**config.mk**
```make
export PLATFORM = sky130hd
export DESIGN_NAME = fetch_sequencer
export DESIGN_NICKNAME = d
export VERILOG_FILES = /design/src/rtl/fetch_seq_pkg.sv /design/src/rtl/next_pc_calc.sv /design/src/rtl/fetch_sequencer.sv
export SDC_FILE = /design/constraint.sdc
export NUM_CORES = 1
export LEC_CHECK = 0
export ABC_AREA = 1
export BUFFER_PORTS_ARGS = -buffer_cell sky130_fd_sc_hd__buf_2
export CAP_MARGIN = 5
export CORE_ASPECT_RATIO = 1.25
export CORE_MARGIN = 3
export CORE_UTILIZATION = 45
export CTS_BUF_LIST = sky130_fd_sc_hd__clkbuf_8
export CTS_CLUSTER_SIZE = 14
export DETAILED_ROUTE_END_ITERATION = 6
export HOLD_SLACK_MARGIN = 0.08
export PLACE_DENSITY = 0.7
export SLEW_MARGIN = 20
export SYNTH_ARGS = -nofsm -noshare
export SYNTH_HDL_FRONTEND = slang
export SYNTH_HIERARCHICAL = 1
export SYNTH_SLANG_ARGS = --single-unit
```
**constraint.sdc**
```tcl
create_clock -name clk -period 2.9 [get_ports clk]
set_input_delay 0.29 -clock clk [delete_from_list [all_inputs] [get_ports clk]]
set_output_delay 0.29 -clock clk [all_outputs]
set_load 0.01 [all_outputs]
```
**src/rtl/fetch_seq_pkg.sv**
```systemverilog
// Shared types and constants for the instruction-fetch sequencer: FSM state
// encoding, PC step, and RISC-V immediate field positions with extract helpers.
package fetch_seq_pkg;

    localparam int              XLEN    = 32;
    localparam logic [XLEN-1:0] PC_STEP = 32'd4;

    localparam int IMM_SIGN = 31;

    localparam int J_HI_MSB = 19;
    localparam int J_HI_LSB = 12;
    localparam int J_B11    = 20;
    localparam int J_LO_MSB = 30;
    localparam int J_LO_LSB = 21;

    localparam int B_B11    = 7;
    localparam int B_HI_MSB = 30;
    localparam int B_HI_LSB = 25;
    localparam int B_LO_MSB = 11;
    localparam int B_LO_LSB = 8;

    typedef enum logic [2:0] {
        ST_BOOT  = 3'd0,
        ST_REQ   = 3'd1,
        ST_WAIT  = 3'd2,
        ST_HOLD  = 3'd3,
        ST_FAULT = 3'd4
    } fetch_state_t;

    function automatic logic [XLEN-1:0] j_imm(input logic [XLEN-1:0] w);
        j_imm = {{12{w[IMM_SIGN]}}, w[J_HI_MSB:J_HI_LSB], w[J_B11],
                 w[J_LO_MSB:J_LO_LSB], 1'b0};
    endfunction

    function automatic logic [XLEN-1:0] b_imm(input logic [XLEN-1:0] w);
        b_imm = {{20{w[IMM_SIGN]}}, w[B_B11], w[B_HI_MSB:B_HI_LSB],
                 w[B_LO_MSB:B_LO_LSB], 1'b0};
    endfunction

endpackage

```
**src/rtl/next_pc_calc.sv**
```systemverilog
// Combinational next-PC select: JALR > JAL > branch > sequential.
// FETCH_SEQ_MISALIGN_TRAP_EN: report misaligned targets instead of clearing bits[1:0].
module next_pc_calc
    import fetch_seq_pkg::*;
(
    input  logic [XLEN-1:0] i_instr,
    input  logic [XLEN-1:0] i_instr_addr,
    input  logic            i_should_branch,
    input  logic            i_should_jump,
    input  logic            i_use_reg_target,
    input  logic [XLEN-1:0] i_reg_target,
    output logic [XLEN-1:0] o_target,
    output logic            o_misaligned
);

    logic [XLEN-1:0] w_raw;
    logic [XLEN-1:0] w_sel;
    logic            w_is_jalr;
    logic            w_unused;

    assign w_is_jalr = i_should_jump & i_use_reg_target;

    always_comb begin
        w_raw = i_instr_addr + PC_STEP;
        if (w_is_jalr) begin
            w_raw = i_reg_target;
        end else if (i_should_jump) begin
            w_raw = i_instr_addr + j_imm(i_instr);
        end else if (i_should_branch) begin
            w_raw = i_instr_addr + b_imm(i_instr);
        end
    end

    // JALR clears bit 0, but alignment is judged on the target execute handed us.
    assign w_sel = w_is_jalr ? {w_raw[XLEN-1:1], 1'b0} : w_raw;

`ifdef FETCH_SEQ_MISALIGN_TRAP_EN
    assign o_target     = w_sel;
    assign o_misaligned = (w_raw[1:0] != 2'b00);
    assign w_unused     = ^i_instr[6:0];
`else
    assign o_target     = {w_sel[XLEN-1:2], 2'b00};
    assign o_misaligned = 1'b0;
    assign w_unused     = ^{i_instr[6:0], w_sel[1:0]};
`endif

endmodule

```
**src/rtl/fetch_sequencer.sv**
```systemverilog
// Multi-cycle fetch controller owning the PC: request, wait, hold for execute, redirect.
// FETCH_SEQ_MISALIGN_TRAP_EN enables the sticky misaligned-target FAULT state.
module fetch_sequencer
    import fetch_seq_pkg::*;
#(
    parameter logic [XLEN-1:0] RESET_PC = 32'h0000_0000
) (
    input  logic            clk,
    input  logic            rst_n,
    output logic            imem_req_valid,
    input  logic            imem_req_ready,
    output logic [XLEN-1:0] imem_req_addr,
    input  logic            imem_resp_valid,
    input  logic [XLEN-1:0] imem_resp_data,
    output logic            instr_valid,
    input  logic            instr_ready,
    output logic [XLEN-1:0] instr,
    output logic [XLEN-1:0] instr_addr,
    input  logic            should_branch,
    input  logic            should_jump,
    input  logic            use_reg_target,
    input  logic [XLEN-1:0] reg_target,
    output logic [XLEN-1:0] pc,
    output logic [XLEN-1:0] retire_count,
    output logic            fault,
    output logic [2:0]      dbg_state
);

    // Handshakes: a transfer happens on a rising edge where valid & ready are both 1;
    // valid is decoded from state only and, once raised, holds (with stable payload)
    // until that transfer. imem_resp_valid is a one-cycle pulse honoured only in WAIT.

    fetch_state_t    r_state;
    fetch_state_t    w_state_nxt;
    logic [XLEN-1:0] r_pc;
    logic [XLEN-1:0] r_instr;
    logic [XLEN-1:0] r_instr_addr;
    logic [XLEN-1:0] r_retire;
    logic            r_fault;

    logic            w_req_valid;
    logic            w_instr_valid;
    logic            w_resp_take;
    logic            w_retire;
    logic [XLEN-1:0] w_target;
    logic            w_misaligned;

    next_pc_calc u_next_pc (
        .i_instr          (r_instr),
        .i_instr_addr     (r_instr_addr),
        .i_should_branch  (should_branch),
        .i_should_jump    (should_jump),
        .i_use_reg_target (use_reg_target),
        .i_reg_target     (reg_target),
        .o_target         (w_target),
        .o_misaligned     (w_misaligned)
    );

    always_ff @(posedge clk or negedge rst_n) begin
        if (!rst_n) begin
            r_state <= ST_BOOT;
        end else begin
            r_state <= w_state_nxt;
        end
    end

    always_comb begin
        w_state_nxt   = r_state;
        w_req_valid   = 1'b0;
        w_instr_valid = 1'b0;
        w_resp_take   = 1'b0;
        w_retire      = 1'b0;
        case (r_state)
            ST_BOOT: begin
                w_state_nxt = ST_REQ;
            end
            ST_REQ: begin
                w_req_valid = 1'b1;
                if (imem_req_ready) begin
                    w_state_nxt = ST_WAIT;
                end
            end
            ST_WAIT: begin
                if (imem_resp_valid) begin
                    w_resp_take = 1'b1;
                    w_state_nxt = ST_HOLD;
                end
            end
            ST_HOLD: begin
                w_instr_valid = 1'b1;
                if (instr_ready) begin
                    w_retire    = 1'b1;
                    w_state_nxt = w_misaligned ? ST_FAULT : ST_REQ;
                end
            end
            ST_FAULT: begin
                w_state_nxt = ST_FAULT;
            end
            default: begin
                w_state_nxt = ST_BOOT;
            end
        endcase
    end

    always_ff @(posedge clk or negedge rst_n) begin
        if (!rst_n) begin
            r_pc         <= RESET_PC;
            r_instr      <= '0;
            r_instr_addr <= '0;
            r_retire     <= '0;
            r_fault      <= 1'b0;
        end else begin
            if (w_resp_take) begin
                r_instr      <= imem_resp_data;
                r_instr_addr <= r_pc;
            end
            if (w_retire) begin
                r_pc     <= w_target;
                r_retire <= r_retire + 32'd1;
                if (w_misaligned) begin
                    r_fault <= 1'b1;
                end
            end
        end
    end

    assign imem_req_valid = w_req_valid;
    assign imem_req_addr  = r_pc;
    assign instr_valid    = w_instr_valid;
    assign instr          = r_instr;
    assign instr_addr     = r_instr_addr;
    assign pc             = r_pc;
    assign retire_count   = r_retire;
    assign fault          = r_fault;
    assign dbg_state      = r_state;

endmodule

```
==> results.py, run 1 <==
metrics = {
    "status": {
        "status": "finished, final reports clean",
    },
    "synthesis": {
        "synth_flop_cell": "dfrtp_1",
        "ys_ff_latch": 132,
        "syn_avg_cell_area_um2": 6.58,
        "synth_cell_types": 52,
        "ys_async_sr_fraction": 1.00,
        "synth-seq-area-share": 0.300,
        "netlist_area_mm2": 0.0110,
        "synthCells": 1675,
        "synth-edff-count": 0,
        "ys_warn_count": 6,
    },
    "job": {
        "drv_cap": 0,
    },
    "pwr": {
        "power_frac_comb": 0.662,
        "ir_worst_vdd_uv": 657,
        "p_per_area_mw_per_mm2": 1100,
        "power_switching_mw": 7.79,
        "p_leak_nw": 7.07,
        "internal_power_mw": 6.72,
        "seqPwrFrac": 0.230,
        "p_clk_frac": 0.108,
        "p_sw_frac": 0.537,
    },
    "sta": {
        "period_share": 0.928,
        "skew_ns": 0.0169,
        "relSlewSlack": 0.496,
        "fmax_mhz": 371,
        "hold_viol_final": 0,
        "final-max-slew-violation-count": 0,
        "finalCriticalPeriod_ns": 2.69,
        "worst_pin_slew_ns": 0.753,
        "fin_setup_tns_ns": 0,
        "setup_violations": 0,
        "grt_setup_unrepaired": "false",
    },
    "place": {
        "dpl_cell_area_mm2": 0.0125,
        "dpl.hpwl_um": 31600,
        "gp_congestion": 0.974,
        "numPortBuffers": 235,
    },
    "drt": {
        "dr_total_vias": 11900,
        "drt_first_iter_violations": 865,
        "detail-route-antenna-nets": 0,
        "drt_pass1_iterations": 7,
        "via_per_inst": 5.22,
        "routed_wl_um": 38900,
        "drcViolationCount": 0,
        "wl_per_cell_um": 17.1,
    },
    "global_route": {
        "grt_pass1_vias": 11500,
        "grt_first_pass_wirelength_um": 61200,
        "grt_max_degree": 66,
        "grt_remaining_overflow": 0,
        "antenna_found_initial": 0,
        "grt_usage": 0.293,
    },
    "worst_setup_path": {
        "r2r_cells": 13,
        "worstSetupPathType": "reg -> reg",
        "crit_path_max_fanout": 6,
        "crit_required_ns": 3.29,
        "cp-startpoint": "instr_addr[3]",
        "timing.rr.start": "instr_addr[3]",
        "crit_path_end": "imem_req_addr[12]",
        "r2r-end": "imem_req_addr[12]",
        "crit_arrival_ns": 3.08,
        "rrSetupSlack_ns": 0.21,
        "endpoint_kind": "register",
        "crit_path_start_kind": "register",
    },
    "die": {
        "initial_core_util": 0.462,
        "num_rows": 63,
        "die_y_um": 181,
        "die_w_um": 146,
        "io_pins": 238,
        "fp.dieArea_mm2": 0.0264,
        "coreArea_mm2": 0.0239,
    },
    "clock_network": {
        "cts_sinks": 132,
        "numCtsBuffers": 17,
        "clock_latency_ns": 0.47,
        "cts_resized": 0,
        "cts_tree": "built",
        "htreeDepth": 4,
        "ctsHoldBuffers": 33,
        "path_clk_slew_ns": 0.09,
        "root_buffer": "clkbuf_8",
        "post_cts_buffers": 0,
        "clk_path_buf_depth": 2,
    },
    "final_layout": {
        "final_area_mm2": 0.0132,
        "layout-area-overhead-vs-synth_pct": 19.7,
        "final_layout_size_suffix_gt1_frac": 0.176,
        "nNetsFinal": 2052,
    },
    "worst_hold_path": {
        "hp-class": "in -> reg",
        "whs_path_depth": 5,
    },
}
==> synthesized netlist by cell type (3+ instances only) <==
cell      number  area share
dfrtp_1      132        0.30
nor3_4         3      0.0044
inv_1        230       0.078
nor2_2         3      0.0017
buf_2          9      0.0041
nand3_1      100       0.045
nor3_2         3      0.0027
xnor2_1       20       0.016
inv_2          4      0.0014
nand2_1      530        0.18
nor3_1        21      0.0095
nor2_1       158       0.054
nand3b_1       9      0.0061
buf_6          6      0.0061
xor2_1        25       0.020
nor2_4         4      0.0041
buf_4         39       0.027
nand3_2        5      0.0045
o21ai_0       97       0.044
nand4_1       31       0.018
a21oi_1       84       0.038
o21ai_2        3      0.0024
nand2_2        4      0.0023
o21bai_1      11      0.0075
ha_1          43       0.049
a31oi_1        5      0.0028
clkbuf_1      13      0.0044
mux2_1        32       0.033
o211ai_1       4      0.0027
o22ai_1        4      0.0023
o21ai_1       18      0.0082
==> final cells by class <==
type                       count  area (um2)
timing repair buffer         309        1860
multi-input combinational   1240        6360
clock inverter                14         138
fill                        2393       10700
clock buffer                  18         248
inverter                     235         882
antenna                        1        2.50
sequential                   132        3300
tap                          325         407
==> registers in the layout (all words and copies together), names as in the netlist <==
| register | flops |
|---|---|
| dbg_state | 3 |
| fault | 1 |
| imem_req_addr | 32 |
| instr | 32 |
| instr_addr | 32 |
| retire_count | 32 |
==> kinds of logic after synthesis <==
kind of cell / count (synthesis) / share of synthesized area
simple gates: 881 / 0.341
buf+inv: 305 / 0.124
compound gates: 234 / 0.114
flops: 132 / 0.300
fa+ha+maj: 45 / 0.0524
xor+xnor: 45 / 0.0357
mux: 32 / 0.0327
other cells: 1 / 0.000340
==> worst max-delay path: stages, from the launching register on <==
cell	delay, ns
dfrtp_1	0.48
ha_1	0.37
a21oi_1	0.31
o21ai_2	0.13
nand3_1	0.09
nand2_1	0.08
nand2_1	0.07
nand2_1	0.11
xnor2_1	0.15
o21ai_0	0.41
nand2_1	0.19
nand2_1	0.09
nand2_1	0.05
o21ai_1	0.07
==> through the flow <==
| step | utilization | hold WS [ns] | setup WS, ns | total power, mW | instances |
|---|---|---|---|---|---|
| 3_3_place_gp | 0.523 | 0.312 | 0.390 | 12.6 | 2208 |
| 5_1_grt | 0.553 | 0.132 | 0.0159 | 15.8 | 2273 |
| 2_1_floorplan | - | -0.00559 | 0.598 | 9.54 | 1677 |
| 6_report | 0.553 | 0.134 | 0.208 | 14.5 | 2274 |
| 4_1_cts | 0.553 | 0.0963 | 0.339 | 14.4 | 2273 |
| 3_5_place_dp | 0.523 | 0.316 | 0.372 | 12.7 | 2208 |
==> layer usage <==
metal	share of wire	up-vias	GRT usage
met3	0.062	74	0.0426
met4	0.035	0	0.104
met5	0	-	0
met2	0.49	423	0.517
met1	0.41	5515	0.364
li1	-	5851	-
==> worst min path at each step <==
stage	start	to
3_5_place_dp	rst_n	instr[6]
4_1_cts	reg_target[23]	imem_req_addr[23]
2_1_floorplan	rst_n	dbg_state[0]
3_3_place_gp	rst_n	instr[6]
5_1_grt	imem_resp_valid	dbg_state[0]
6_report	reg_target[23]	imem_req_addr[23]
==> placed cells by master (no fill, tap or decap), types with 3 or more instances in the layout <==
cell,count
nand3_1,100
conb_1,3
ha_1,43
nor2_4,4
o22ai_1,4
dfrtp_1,132
nor3_2,3
clkbuf_8,18
inv_1,232
xnor2_1,20
inv_2,4
nand3_2,5
nand3b_1,9
buf_4,38
nor2_1,158
nand2_1,530
o211ai_1,4
clkinv_2,4
o21ai_2,3
o21ai_0,97
buf_2,234
o21ai_1,18
nor3_1,21
nor2_2,3
o21bai_1,11
xor2_1,25
buf_12,3
a31oi_1,5
dlygate4sd3_1,33
nor3_4,3
mux2_1,32
nand4_1,31
a21oi_1,84
nand2_2,4
==> power groups by stage <==
stage          logic [mW]  registers, mW  clock network, mW
6_report             9.61           3.34               1.56
3_5_place_dp         9.36           3.36                  0
5_1_grt              10.6           3.44               1.68
3_3_place_gp         9.25           3.35                  0
4_1_cts              9.46           3.33               1.62
2_1_floorplan        5.96           3.58                  0
(Power assumes the default switching activity.)
==> run 2: changes to the inputs <==
REMOVE_ABC_BUFFERS = 1   (was not set)
==> run 2 against run 1 <==
- power is 2.3% lower
- the flow now finishes with violations (design-rule violations)
- highest routed layer is now met5
- critical endpoint is now imem_req_addr[15]
- critical path depth increased by 2
- setup slack better by 0.097 ns
- clock skew barely moved
- largest cell class unchanged
==> results.py, run 2 (synthesis gave the netlist of run 1 again) <==
metrics = {
    "final_layout": {
        "layout-area-overhead-vs-synth_pct": 19.9,
        "nNetsFinal": 2054,
        "finish.utilization": 0.553,
        "final_common_cell": "nand2_1",
        "num-fill-cells": 2424,
        "final_layout_size_suffix_gt1_frac": 0.176,
        "final_cell_mix": "nand2_1, buf_2, inv_1",
    },
    "die": {
        "num_rows": 63,
        "coreArea_mm2": 0.0239,
        "io_pins": 238,
        "fp.dieArea_mm2": 0.0264,
        "die_w_um": 146,
        "initial_core_util": 0.462,
        "die_y_um": 181,
    },
    "global_route": {
        "grt_remaining_overflow": 0,
        "antenna_found_initial": 3,
        "grt_max_degree": 64,
        "grt_pass1_vias": 11400,
        "grt_usage": 0.294,
        "grt_first_pass_wirelength_um": 61000,
    },
    "sta": {
        "fin_setup_tns_ns": 0,
        "finalCriticalPeriod_ns": 2.59,
        "fin_ws_ns": 0.305,
        "grt_setup_unrepaired": "false",
        "setup_violations": 0,
        "whs_ns": 0.117,
        "worst_pin_slew_ns": 0.614,
        "fmax_mhz": 385,
        "period_share": 0.895,
        "final-max-slew-violation-count": 0,
        "skew_ns": 0.0165,
        "hold_viol_final": 0,
        "relSlewSlack": 0.590,
    },
    "drt": {
        "dr_total_vias": 12000,
        "drcViolationCount": 1,
        "drt_first_iter_violations": 762,
        "routed_wl_um": 39600,
        "detail-route-antenna-nets": 0,
        "via_per_inst": 5.25,
        "drt_pass1_iterations": 7,
        "wl_per_cell_um": 17.4,
    },
    "worst_setup_path": {
        "crit_required_ns": 3.24,
        "endpoint_kind": "register",
        "rrSetupSlack_ns": 0.31,
        "crit_path_max_fanout": 5,
        "r2r_cells": 15,
        "crit_arrival_ns": 2.93,
        "worstSetupPathType": "reg -> reg",
        "crit_path_start_kind": "register",
    },
    "pwr": {
        "p_per_area_mw_per_mm2": 1070,
        "ir_worst_vdd_uv": 609,
        "p_leak_nw": 7.08,
    },
    "job": {
        "drv_cap": 0,
    },
    "clock_network": {
        "clock_latency_ns": 0.47,
        "path_clk_slew_ns": 0.08,
        "cts_sinks": 132,
        "htreeDepth": 4,
        "root_buffer": "clkbuf_8",
        "post_cts_buffers": 0,
        "clk_path_buf_depth": 2,
        "numCtsBuffers": 17,
        "cts_tree": "built",
    },
    "place": {
        "gp_congestion": 1.01,
        "place_ws_ns": 0.373,
        "numPortBuffers": 235,
        "dpl.hpwl_um": 31400,
    },
    "status": {
        "status": "finished with violations",
        "violations": "design-rule violations",
    },
    "worst_hold_path": {
        "whs_path_depth": 4,
        "hp-class": "in -> reg",
    },
}
-- run 2: final cells by class --
| type | count | area [um2] | share of cell area |
|---|---|---|---|
| Clock buffer | 19 | 262 | 0.0198 |
| Tap cell | 325 | 407 | 0.0308 |
| Timing Repair Buffer | 311 | 1890 | 0.143 |
| Inverter | 235 | 882 | 0.0667 |
| Antenna cell | 1 | 2.50 | 0.000189 |
| Clock inverter | 13 | 110 | 0.00833 |
| Multi-Input combinational cell | 1240 | 6360 | 0.482 |
| Sequential cell | 132 | 3300 | 0.250 |
-- run 2: final timing paths --
path                                 from                 to
setup / recovery                instr[22]  imem_req_addr[15]
hold / removal             imem_req_ready       dbg_state[0]
setup reg to reg                instr[22]  imem_req_addr[15]
hold reg to reg                     fault              fault
max in group asynchronous           rst_n   retire_count[29]
min in group asynchronous           rst_n      instr_addr[7]
-- run 2: per-stage QoR --
stage / power (mW) / std cells / instance area, um2
floorplan: 9.15 / 1607 / 10600
global placement: 12.4 / 2210 / 12500
detailed placement: 12.5 / 2210 / 12500
CTS: 14.1 / 2275 / 13200
global route: 15.5 / 2276 / 13200
finish: 14.2 / 2276 / 13200
-- run 2: where the power goes --
part / total [mW] / internal [mW] / leakage, nW / switching [mW]
Clock: 1.52 / 0.720 / 0.197 / 0.801
Combinational: 9.34 / 3.37 / 5.23 / 5.96
Sequential: 3.33 / 2.53 / 1.66 / 0.793
-- run 2: layer usage --
metal | share of wire | global-route usage | up-vias | routed length [um]
li1 | - | - | 5852 | -
met1 | 0.40 | 0.354 | 5511 | 15700
met2 | 0.47 | 0.501 | 488 | 18800
met3 | 0.073 | 0.0522 | 105 | 2900
met4 | 0.054 | 0.157 | 4 | 2120
met5 | 0.00076 | 0 | - | 30
-- run 2: timing repair --
action	CTS	global route
resized for setup	0	0
hold buffers	33	0
endpoints found under the hold margin	93	0
-- run 2: critical path, cell delays in order, from the launching register on --
cell and delay [ns]:
dfrtp_1 0.40, inv_1 0.08, fa_1 0.42, inv_1 0.09, nand2_1 0.09, a21oi_2 0.27
nand2_1 0.09, nand2_1 0.18, nand2_1 0.09, nand2_1 0.18, xnor2_1 0.13, o21ai_0 0.08
o21ai_0 0.14, nand2_1 0.08, nand2_1 0.07, o21ai_0 0.08
